File: src/rtl/ram_loader.sv
// Boot loader: packs a byte stream (high byte first) into 16-bit words and
// writes them to consecutive RAM512 addresses from 0, with count and checksum.
module ram_loader #(
  parameter int AW = 9,
  parameter int DW = 16
) (
  input  logic          clk,
  input  logic          reset,
  input  logic          start,
  input  logic [AW:0]   len,
  input  logic [7:0]    rx_data,
  input  logic          rx_valid,
  output logic          rx_ready,
  output logic [AW-1:0] address,
  output logic [DW-1:0] in,
  output logic          load,
  output logic          busy,
  output logic          done,
  output logic [AW:0]   count,
  output logic [DW-1:0] checksum
);

  localparam logic [AW:0] DEPTH = (AW+1)'(1 << AW);

  typedef enum logic [2:0] {IDLE, HI, LO, WRITE, DONE} state_t;

  state_t      state, nxt;
  logic [AW:0] lim;
  logic [AW:0] count_inc;
  logic        hs;

  assign rx_ready  = (state == HI) || (state == LO);
  assign busy      = (state != IDLE);
  assign hs        = rx_valid && rx_ready;
  assign count_inc = count + 1'b1;

  always_ff @(posedge clk) begin
    if (reset) state <= IDLE;
    else       state <= nxt;
  end

  always_comb begin
    nxt = state;
    case (state)
      IDLE:    if (start) nxt = (len == '0) ? DONE : HI;
      HI:      if (hs) nxt = LO;
      LO:      if (hs) nxt = WRITE;
      WRITE:   nxt = (count_inc == lim) ? DONE : HI;
      DONE:    nxt = IDLE;
      default: nxt = IDLE;
    endcase
  end

  // Datapath registers; load/done are single-cycle strobes aligned with
  // the WRITE and DONE states respectively.
  always_ff @(posedge clk) begin
    if (reset) begin
      lim      <= '0;
      address  <= '0;
      in       <= '0;
      load     <= 1'b0;
      done     <= 1'b0;
      count    <= '0;
      checksum <= '0;
    end else begin
      load <= 1'b0;
      done <= 1'b0;
      case (state)
        IDLE: if (start) begin
          lim      <= (len > DEPTH) ? DEPTH : len;
          count    <= '0;
          address  <= '0;
          checksum <= '0;
          if (len == '0) done <= 1'b1;
        end
        HI: if (hs) in[DW-1:DW-8] <= rx_data;
        LO: if (hs) begin
          in[7:0] <= rx_data;
          load    <= 1'b1;
        end
        WRITE: begin
          count    <= count_inc;
          checksum <= checksum + in;
          // Wraps to 0 only after the final write at the top address.
          address  <= count_inc[AW-1:0];
          if (count_inc == lim) done <= 1'b1;
        end
        default: ;
      endcase
    end
  end

endmodule
File: config.mk
export PLATFORM = sky130hd
export DESIGN_NAME = ram_loader
export DESIGN_NICKNAME = d
export VERILOG_FILES = /design/src/rtl/ram_loader.sv
export SDC_FILE = /design/constraint.sdc
export NUM_CORES = 1
export LEC_CHECK = 0
export CAP_MARGIN = 20
export CORE_AREA = 5 5 102 85
export CTS_CLUSTER_DIAMETER = 40
export CTS_CLUSTER_SIZE = 40
export DETAILED_ROUTE_END_ITERATION = 10
export DIE_AREA = 0 0 107 90
export PLACE_DENSITY = 0.72
export SKIP_LAST_GASP = 1
export SYNTH_ARGS = -nofsm -noshare
export SYNTH_HDL_FRONTEND = slang
export SYNTH_SLANG_ARGS = --single-unit
File: constraint.sdc
create_clock -name clk -period 3.3 [get_ports clk]
set_clock_uncertainty 0.05 [all_clocks]
set_input_delay 0.33 -clock clk [delete_from_list [all_inputs] [get_ports clk]]
set_output_delay 0.33 -clock clk [all_outputs]
set_load 0.005 [all_outputs]
==> results.md <==
* Clock sink total at 57
* # setup viols final at 0
* Global-route wire length before repair at 14500 um
* Largest fanout of any net on the critical path at 3
* Final total power at 0.00162 W
* Num CTS Buffers at 9
* Setup crit end: checksum[12]
* CTS root buf: sky130_fd_sc_hd__clkbuf_8
* Startpoint of the most critical setup path: in[0]
* Post-DP HPWL at 6660 um
* Final slew viol count at 0
* Final estimated routing congestion in global placement at 0.963
* Post-Syn Area at 0.00326 mm2
* Global routing met1 resource utilization at 24.5%
* First DRT Iteration DRCs at 208
* Std-Cell Core Area at 0.00762 mm2
* DIE WIDTH at 107 um
* Source of the worst register-to-register timing path: in[0]
* Busiest layer in global routing: met2
* Main flop type after synthesis: sky130_fd_sc_hd__dfxtp_1
* Status: finished clean
* Fraction of the mapped netlist area in adder cells at 6.75%
* Total number of cells along the worst setup path at 8
* Basic-gate share of the synthesized area counting and, or, nand and nor cells at 25.5%
* Power Density at 389 mW/mm2
* Register-to-Register Path Depth at 8
* Htree depth at 3
* Hold-fix buffer count after cts at 0
* Final antenna diode count at 0
* Die area at 0.00963 mm2
* Final hold vios at 0
* Worst Path Buf+Inv at 0
* Overall fraction of global-route tracks in use at 18.6%
* Most frequent cell on the critical path: sky130_fd_sc_hd__o21ai_0
* Kind of cell adding the most delay to the critical path: compound AO/OA/AOI/OAI gates
* Xor and xnor fraction of the mapped netlist area at 6.71%
* Synthesized net count at 454
* Sequential fraction of the synthesis area at 35.0%
* Largest net degree at the start of global routing at 38
* Worst hold slack at 438 ps
* Worst flop-to-flop path endpoint: checksum[12]
* Vias in the first global route at 3007
* Synth Warn # at 0
* DR WL/cell at 15.4 um
* Met3 demand-to-capacity share in global routing at 5.09%
* Number of flip-flops and latches in the synthesized netlist at 57
* Antenna violations before repair at 0
* Initial cell density of the core at 42.8%
* Cell with the most instances after synthesis: sky130_fd_sc_hd__nand2_1
* Overflow left after global routing at 0
* Die span in y at 90 um
* Slowest Stage Delay on Critical Path at 440 ps
* Startpoint Class: flip-flop
* Number of buffers on the longest clock path at 2
* Worst-case setup margin in the final layout at 877 ps
* Reported leakage power at 1.49 nW
* Data required time at the worst endpoint at 3500 ps
* Quantity of I/O buffers inserted on ports at 76
* Worst setup path class: flip-flop to flip-flop
* Peak supply drop at 0.000307 V
* Setup repair after global routing missed its margin: no
* Share of the synthesized area in the top cell type at 35.0%
* Vias per Instance at 5.45
* Kind of end point of the critical path: flip-flop
* Drt drc at 0
* Met2 GRT Util at 28.7%
* Distinct cell type count of the synthesized netlist at 51
* Slowest stage cell, crit path: sky130_fd_sc_hd__o41ai_2
* Site Rows at 29
* Proportion of synthesized area in mux cells at 1.27%
* Top post-synthesis cells by area: sky130_fd_sc_hd__dfxtp_1 35%, sky130_fd_sc_hd__a21oi_1 8.1%, sky130_fd_sc_hd__nand2_1 7.4%, sky130_fd_sc_hd__ha_1 6.1%, sky130_fd_sc_hd__xnor2_1 5.4%
* TritonCTS clock tree: built
* Average instance area after synthesis at 7.86 um2
* Top cells by count, synth: 64 x sky130_fd_sc_hd__nand2_1, 57 x sky130_fd_sc_hd__dfxtp_1, 53 x sky130_fd_sc_hd__a21oi_1
* Post-CTS sizing at 0
* Combinational family with the most area after synthesis: simple AND/OR/NAND/NOR gates
* Worst reg-to-reg setup slack at 880 ps
* Number of iterations in the first detailed-routing pass at 5
* Number of flops mapped to enable cells by yosys at 0
* Register clock-pin slew on the reported worst setup and hold paths at 60 ps
* Detailed-route wire length at 8850 um
* Ratio of cells with drive above 1 in the final layout at 7.07%
* Layout net count at 515
* Chain of cells forming the critical path: ha_1 -> fa_1 -> a21oi_1 -> o22ai_1 -> o41ai_2 -> o21ai_0 -> xnor2_1 -> o21ai_0
* Area Overhead vs Synth at 27.9%
* Headroom to the max-slew limit at 42.8%
* Synthesized-area fraction occupied by ao, oa, aoi and oai cells at 19.6%
* Data arrival at the endpoint of the critical path at 2630 ps
* Clock latency on the worst-skew pair at 340 ps
* Maximum Capacitance Violations at 0
* Transition time of the tightest slew-check pin at 857 ps
* Fraction of synthesis flops using an asynchronous set or reset pin at 0%
* Antenna-violating nets left at 0
* FMAX at 0.413 GHz
* Final worst path period need at 2420 ps
* Final total negative setup slack at 0 ps
* Worst slack, placed at 889 ps
* Number of cells produced by synthesis at 415
* Total setup buffers inserted after CTS at 0
* Vias after detailed routing at 3131
* Post-synthesis cell type with the largest combined area: sky130_fd_sc_hd__dfxtp_1
* Share of the cycle needed by the critical path after routing at 73.4%
* Worst min path class: flip-flop to flip-flop
* Number of placed I/O pins at 77
[routing by layer]
layer	part of all wire, %	up-vias
li1	-	1568
met1	46	1461
met2	47	89
met3	5.5	13
met4	1.4	0
met5	0	-
[area by class of cell]
type / instances / area, um2
fillers: 722 / 3450
multi-input cells: 324 / 1950
flip-flops and latches: 57 / 1140
repair buffers: 78 / 771
clock buffers: 13 / 159
well taps: 93 / 116
inverters: 6 / 22.5
clock inverters: 3 / 15.0
[state kept, by name, indices dropped and copies added, names as in the netlist]
| name | flops |
|---|---|
| address | 8 |
| checksum | 16 |
| count | 2 |
| done | 1 |
| in | 16 |
| lim | 10 |
| load | 1 |
| state | 3 |
[placed cells by master, fill, tap and decap left out, types with 4 or more instances in the layout]
cell type and instances:
sky130_fd_sc_hd__o21ai_0 18, sky130_fd_sc_hd__nand2_1 64, sky130_fd_sc_hd__nor2b_1 6, sky130_fd_sc_hd__xnor2_1 20, sky130_fd_sc_hd__clkdlybuf4s50_1 75, sky130_fd_sc_hd__nand3_1 11, sky130_fd_sc_hd__a22oi_1 5, sky130_fd_sc_hd__nand3b_1 4
sky130_fd_sc_hd__nor3_1 8, sky130_fd_sc_hd__nor3b_1 9, sky130_fd_sc_hd__xor2_1 5, sky130_fd_sc_hd__a211oi_1 6, sky130_fd_sc_hd__ha_1 16, sky130_fd_sc_hd__o21bai_1 4, sky130_fd_sc_hd__a21oi_1 53, sky130_fd_sc_hd__nor2_1 42
sky130_fd_sc_hd__a31oi_1 4, sky130_fd_sc_hd__dfxtp_1 57, sky130_fd_sc_hd__clkbuf_8 11, sky130_fd_sc_hd__inv_1 6, sky130_fd_sc_hd__o22ai_1 4
[kinds of logic after synthesis]
kind of cell               Yosys count
buffers and inverters               34
muxes                                4
xor gates and xnor gates            25
and+or+nand+nor                    171
DFF                                 57
AOI/OAI and AO/OA                  107
adders and majority gates           17
[report_power, final]
part	internal (W)	total (W)	switching, W	leakage, nW
sequential	0.000714	0.000746	0.0000325	0.461
combinational	0.000134	0.000292	0.000158	0.934
clock	0.000310	0.000583	0.000273	0.0932
total	0.00116	0.00162	0.000464	1.49
[tightest hold or removal path, stage by stage, from the launching register on]
cell and delay, ps:
sky130_fd_sc_hd__dfxtp_1 330, sky130_fd_sc_hd__nand2_1 60, sky130_fd_sc_hd__a21oi_1 50
[how the worst min path moves through the flow]
stage / startpoint / endpoint / slack, ps / cells after the start
4_1_cts: in[11] / in[11] / 440 / 2
5_1_grt: in[4] / in[4] / 460 / 2
3_3_place_gp: in[0] / in[0] / 420 / 2
6_report: in[4] / in[4] / 440 / 2
3_5_place_dp: in[11] / in[11] / 430 / 2
2_1_floorplan: rx_data[0] / in[0] / 420 / 2
[metrics by stage]
| stage | util, % | instances | instance area (um2) |
|---|---|---|---|
| final | 54.8 | 574 | 4170 |
| after global routing | 54.8 | 574 | 4170 |
| after CTS | 54.8 | 574 | 4170 |
| after detailed placement | 52.5 | 558 | 4000 |
| after global placement | 52.5 | 558 | 4000 |
| after floorplan | - | 415 | 3260 |
Power figures use the tool's default switching activity.
==> patch 1, RTL diff (config.mk and constraints unchanged) <==
Change the parameter `AW` from 9 to 8.
--- a/src/rtl/ram_loader.sv
+++ b/src/rtl/ram_loader.sv
@@ -3,3 +3,3 @@
 module ram_loader #(
-  parameter int AW = 9,
+  parameter int AW = 8,
   parameter int DW = 16
Ports: changed (resized address, count and len); port bits go from 77 to 74. The function was not compared with the original's and may differ.
==> patch 1 against the unedited design <==
  * Critical path depth unchanged
  * Non-clock buffer count down 2
  * Clock power down 20%
  * Synthesized area down 5.3%
  * Count of clock-buffer cells in the layout down 7
  * Final area down 5.5%
  * Worst setup slack better by 9.4 ps
  * Combinational power down 37%
  * Total power down 17%
  * Routed wire length down 6.8%
  * Sequential cell count down 2
  * Critical endpoint unchanged
==> patch 1: results (changes against the unedited design) <==
final_layout:
  n_fill_cell: 745  # +3.2%
  top_regs: "checksum x16, in x16, lim x9"
  stdcell_count: 530  # -7.7%
  nets: 474  # -8.0%
  syn_to_final_growth_pct: 27.6
  drive_gt1_share_pct: 3.66  # -3.4 points
global_routing:
  first_global_vias: 2757  # -8.3%
  met2_usage_pct: 27.8  # -0.94 points
  grt_pass1_wl_um: 13600  # -5.8%
  grt_usage_pct: 17.1  # -1.4 points
  use_met3_pct: 2.79  # -2.3 points
  grt_max_degree: 33  # -13%
  antenna_found_initial: 0  # unchanged
  grt.met1_usage_pct: 23.5  # -0.92 points
timing:
  tightestPinTransition_ps: 738  # -119 ps
  holdWs_ps: 436  # -2.17 ps
  setup_slack_ps: 887  # +9.37 ps
power_and_ir_drop:
  power.net_switching_uw: 351  # -24%
  p_leak_uw: 0.00151  # +1.3%
  pg_seq_uw: 700  # -6.2%
  total_power_uw: 1350  # -17%
  ir_worst_vdd_mv: 0.217  # -29%
  powerClk_uw: 464  # -20%
setup_path:
  crit_fanout: 5  # +2
  cp_slowest_cell: "fa_1"
  cp.arrival_ps: 2590  # -40 ps
  rr_endpoint: "checksum[12]"
  worst_r2r_startpoint: "in[0]"
  worstSetupPathType: "flip-flop to flip-flop"
  slowest_delay_ps: 450
cts:
  worst_skew_pair.late_latency_ps: 320  # -20 ps
  cts.clk_slew.worst_paths_ps: 110  # +50 ps
  cts_inserted_buffers: 5  # -4
  cts-htree-levels: 2  # -1
  clockBufferDepth: 2  # unchanged
  ctsRootBufferMaster: "clkbuf_8"
placed_design:
  placed_area_um2: 3830  # -4.2%
  dp.cells: 522  # -6.5%
  dp_hpwl_um: 6240  # -6.3%
  port_buffers: 73  # -3.9%
  gp_congestion: 0.889  # -7.7%
detailed_routing:
  drt_iter0_drc: 192  # -7.7%
  firstDrtPassIters: 4  # -1
  wl_met2_um: 3840  # -6.9%
  viasPerCell: 5.48  # +0.45%
  met3WireLength_um: 423  # -13%
  m1WireLength_um: 3910  # -5.0%
  wirelength_um: 8250  # -6.8%
  top_layer: "met4"
synthesis:
  seq_area_frac_synth_pct: 35.6  # +0.66 points
  synthCells: 378  # -8.9%
  yosysUniqueCellTypes: 52  # +2.0%
  ys_top_cells_by_count: "dfxtp_1 (55), nand2_1 (50), a21oi_1 (47)"
  synth_area_leaders: "dfxtp_1 (36%), a21oi_1 (7.6%), ha_1 (6.5%), nand2_1 (6.1%), nor2_1 (4.6%)"
  syn_nets: 416  # -8.4%
min_path:
  whs_endpoint: "in[0]"
  min-delay-start: "in[0]"
  hold_path_class: "flip-flop to flip-flop"
run_status:
  outcome: "complete, no violations"
patch 1: cell count changes in the layout (fill, tap and decap cells not counted), moves of 4 or more:
cell,unedited run,this run
xnor2_1,20,16
nor2_1,42,38
o21a_1,2,6
a22o_1,0,10
nor2b_1,6,2
nand2_1,64,50
a21oi_1,53,47
nand3_1,11,5
o22ai_1,4,0
clkbuf_8,11,5
patch 1: cell type report:
type / count / share of cell area, %
inverters: 3 / 0.286
clock inverters: 2 / 0.984
clock buffers: 6 / 1.84
well taps: 93 / 2.95
flip-flops and latches: 55 / 27.9
multi-input cells: 295 / 46.9
repair buffers: 76 / 19.1
patch 1: logic make-up (layout without fill, tap and decap cells):
kind of cell | Yosys count | after routing | synth area share, %
and+or+nand+nor | 136 | 136 | 20.6
AOI/OAI and AO/OA | 116 | 116 | 24.7
DFF | 55 | 55 | 35.6
buffers and inverters | 28 | 87 | 4.49
xor gates and xnor gates | 24 | 24 | 6.80
adders and majority gates | 17 | 17 | 7.13
muxes | 2 | 2 | 0.688
==> patch 2, RTL diff (same settings) <==
Without the edit above. Put one more register stage on the output `count`, with the module's reset. The value now appears one clock later. The other outputs are not delayed to match.
--- a/src/rtl/ram_loader.sv
+++ b/src/rtl/ram_loader.sv
@@ -26,2 +26,4 @@
 
+  logic [AW:0] count_s0;
+
   state_t      state, nxt;
@@ -34,3 +36,3 @@
   assign hs        = rx_valid && rx_ready;
-  assign count_inc = count + 1'b1;
+  assign count_inc = count_s0 + 1'b1;
 
@@ -62,3 +64,3 @@
       done     <= 1'b0;
-      count    <= '0;
+      count_s0 <= '0;
       checksum <= '0;
@@ -70,3 +72,3 @@
           lim      <= (len > DEPTH) ? DEPTH : len;
-          count    <= '0;
+          count_s0 <= '0;
           address  <= '0;
@@ -81,3 +83,3 @@
         WRITE: begin
-          count    <= count_inc;
+          count_s0 <= count_inc;
           checksum <= checksum + in;
@@ -92,2 +94,10 @@
 
+  always_ff @(posedge clk) begin
+    if (reset) begin
+      count <= '0;
+    end else begin
+      count <= count_s0;
+    end
+  end
+
 endmodule
Function: changed (a bounded check fails within 10 cycles, from zero or initial values and one cycle with reset high).
==> patch 2 against the unedited design <==
  * Final area grew 5.3%
  * Via count down 0.48%
  * Worst setup slack improved by 30 ps
  * Combinational power fell by 40%
  * Critical endpoint is now checksum[13]
  * Total power is 1.6% lower
  * Synthesized cell count grew 1.2%
  * Routed wire length shrank 0.36%
  * Sequential cell count is 10 higher
  * Synthesized area grew 7.7%
  * Largest cell class unchanged
==> patch 2: results (changes against the unedited design) <==
run_status:
  outcome: "complete, no violations"
synthesis:
  async_reset_ff_share_pct: 0  # unchanged
  synthXorXnorAreaFrac_pct: 6.98  # +0.27 points
  synthMuxAreaShare_pct: 0.320  # -0.94 points
  synth_compound_area_share_pct: 20.3  # +0.77 points
  syn_nets: 459  # +1.1%
  seq_area_frac_synth_pct: 38.2  # +3.2 points
  yosysUniqueCellTypes: 55  # +7.8%
  ys_warn_count: 0  # unchanged
  ys_top_cells_by_count: "dfxtp_1 (67), nand2_1 (51), a21oi_1 (48)"
  synthAdderAreaFrac_pct: 6.27  # -0.48 points
  synth_area_leaders: "dfxtp_1 (38%), a21oi_1 (6.8%), ha_1 (5.7%), nand2_1 (5.4%), xnor2_1 (5.0%)"
setup_path:
  rr_endpoint: "checksum[13]"
  slowest_delay_ps: 380  # -60 ps
  rr_worst_depth: 7  # -1
  crit_fanout: 6  # +3
  endpoint: "checksum[13]"
  cp_slowest_cell: "ha_1"
  ff2ff_setup_slack_ps: 910  # +30 ps
  cp_top_family: "compound AO/OA/AOI/OAI gates"
  cp.arrival_ps: 2580  # -50 ps
  crit_start: "in[6]"
power_and_ir_drop:
  p_int_uw: 1170  # +1.3%
  total_power_uw: 1600  # -1.6%
  clockPowerShare_pct: 36.1  # about the same
  p_leak_uw: 0.00164  # +10%
  pg_seq_uw: 844  # +13%
  ir_worst_vdd_mv: 0.187  # -39%
placed_design:
  placed_area_um2: 4240  # +5.9%
  gp_congestion: 0.831  # -14%
  dp_hpwl_um: 6550  # -1.7%
  port_buffers: 76  # unchanged
cts:
  post_cts_buffers: 0  # unchanged
  cts.clk_slew.worst_paths_ps: 70
  clockBufferDepth: 2  # unchanged
  cts_inserted_buffers: 9  # unchanged
  cts-htree-levels: 3  # unchanged
  ctsRootBufferMaster: "clkbuf_8"
global_routing:
  antenna_found_initial: 0  # unchanged
  grt_pass1_wl_um: 14700  # +1.3%
  first_global_vias: 2936  # -2.4%
  grt_usage_pct: 18.9  # +0.30 points
  grt_max_degree: 48  # +26%
  grt.met1_usage_pct: 26.4  # +1.9 points
  met2_usage_pct: 27.9  # -0.84 points
  use_met3_pct: 5.59  # +0.50 points
final_layout:
  top_regs: "checksum x16, in x16"
  drive_gt1_share_pct: 6.24  # -0.83 points
  nets: 516  # +0.19%
  n_antenna_cell: 0  # unchanged
detailed_routing:
  wirelength_um: 8820  # -0.36%
  m1WireLength_um: 4290  # +4.5%
  top_layer: "met4"
  firstDrtPassIters: 5  # unchanged
  drt_iter0_drc: 164  # -21%
  vias: 3116  # -0.48%
  wl_met2_um: 3950  # -4.4%
  met3WireLength_um: 495  # +1.2%
min_path:
  hold_path_class: "input pin to flip-flop"
timing:
  worst_slew_margin_rel_pct: 36.1  # -6.7 points
[patch 2: changes by cell type after synthesis, moves of 4 or more]
cell	change
a21oi_1	-5
clkbuf_1	+4
nand2_1	-13
nor3_1	+7
nand3_1	-5
dfxtp_1	+10
o22ai_1	-4
a22o_1	+10
nor2b_1	+5
[patch 2: worst min-delay path by stage]
stage	startpoint	end	slack [ps]	depth (start not counted)
2_1_floorplan	lim[9]	lim[9]	400	2
5_1_grt	reset	lim[1]	290	2
3_3_place_gp	lim[9]	lim[9]	410	2
3_5_place_dp	in[7]	in[7]	420	2
4_1_cts	reset	lim[4]	270	2
6_report	reset	lim[4]	280	2
[patch 2: cell families (layout without fill, tap and decap cells)]
kind of cell | count (synthesis) | in the layout
compound gates | 109 | 109
buf+inv | 36 | 97
simple gates | 162 | 162
xor+xnor | 28 | 28
mux | 1 | 1
fa+ha+maj | 17 | 17
flops | 67 | 67
[patch 2: worst reg2reg max path: stages, from the launching register on]
cell and delay (ps):
dfxtp_1 340, ha_1 380, a211o_1 370, a2111oi_4 350
a21boi_2 320, o21ai_1 120, xor2_1 150, a22o_1 200
[patch 2: per-stage QoR]
step / cells / worst slack [ps] / util, %
floorplan: 420 / 1130 / -
global placement: 559 / 928 / 55.6
detailed placement: 559 / 857 / 55.6
CTS: 574 / 933 / 57.7
global route: 574 / 674 / 57.7
finish: 574 / 908 / 57.7
[patch 2: final cells by class]
class / count / area, µm²
Inverter: 4 / 15.0
Tap cell: 93 / 116
Clock buffer: 10 / 128
Timing Repair Buffer: 78 / 771
Fill cell: 726 / 3220
Sequential cell: 67 / 1340
Clock inverter: 5 / 31.3
Multi-Input combinational cell: 317 / 1990
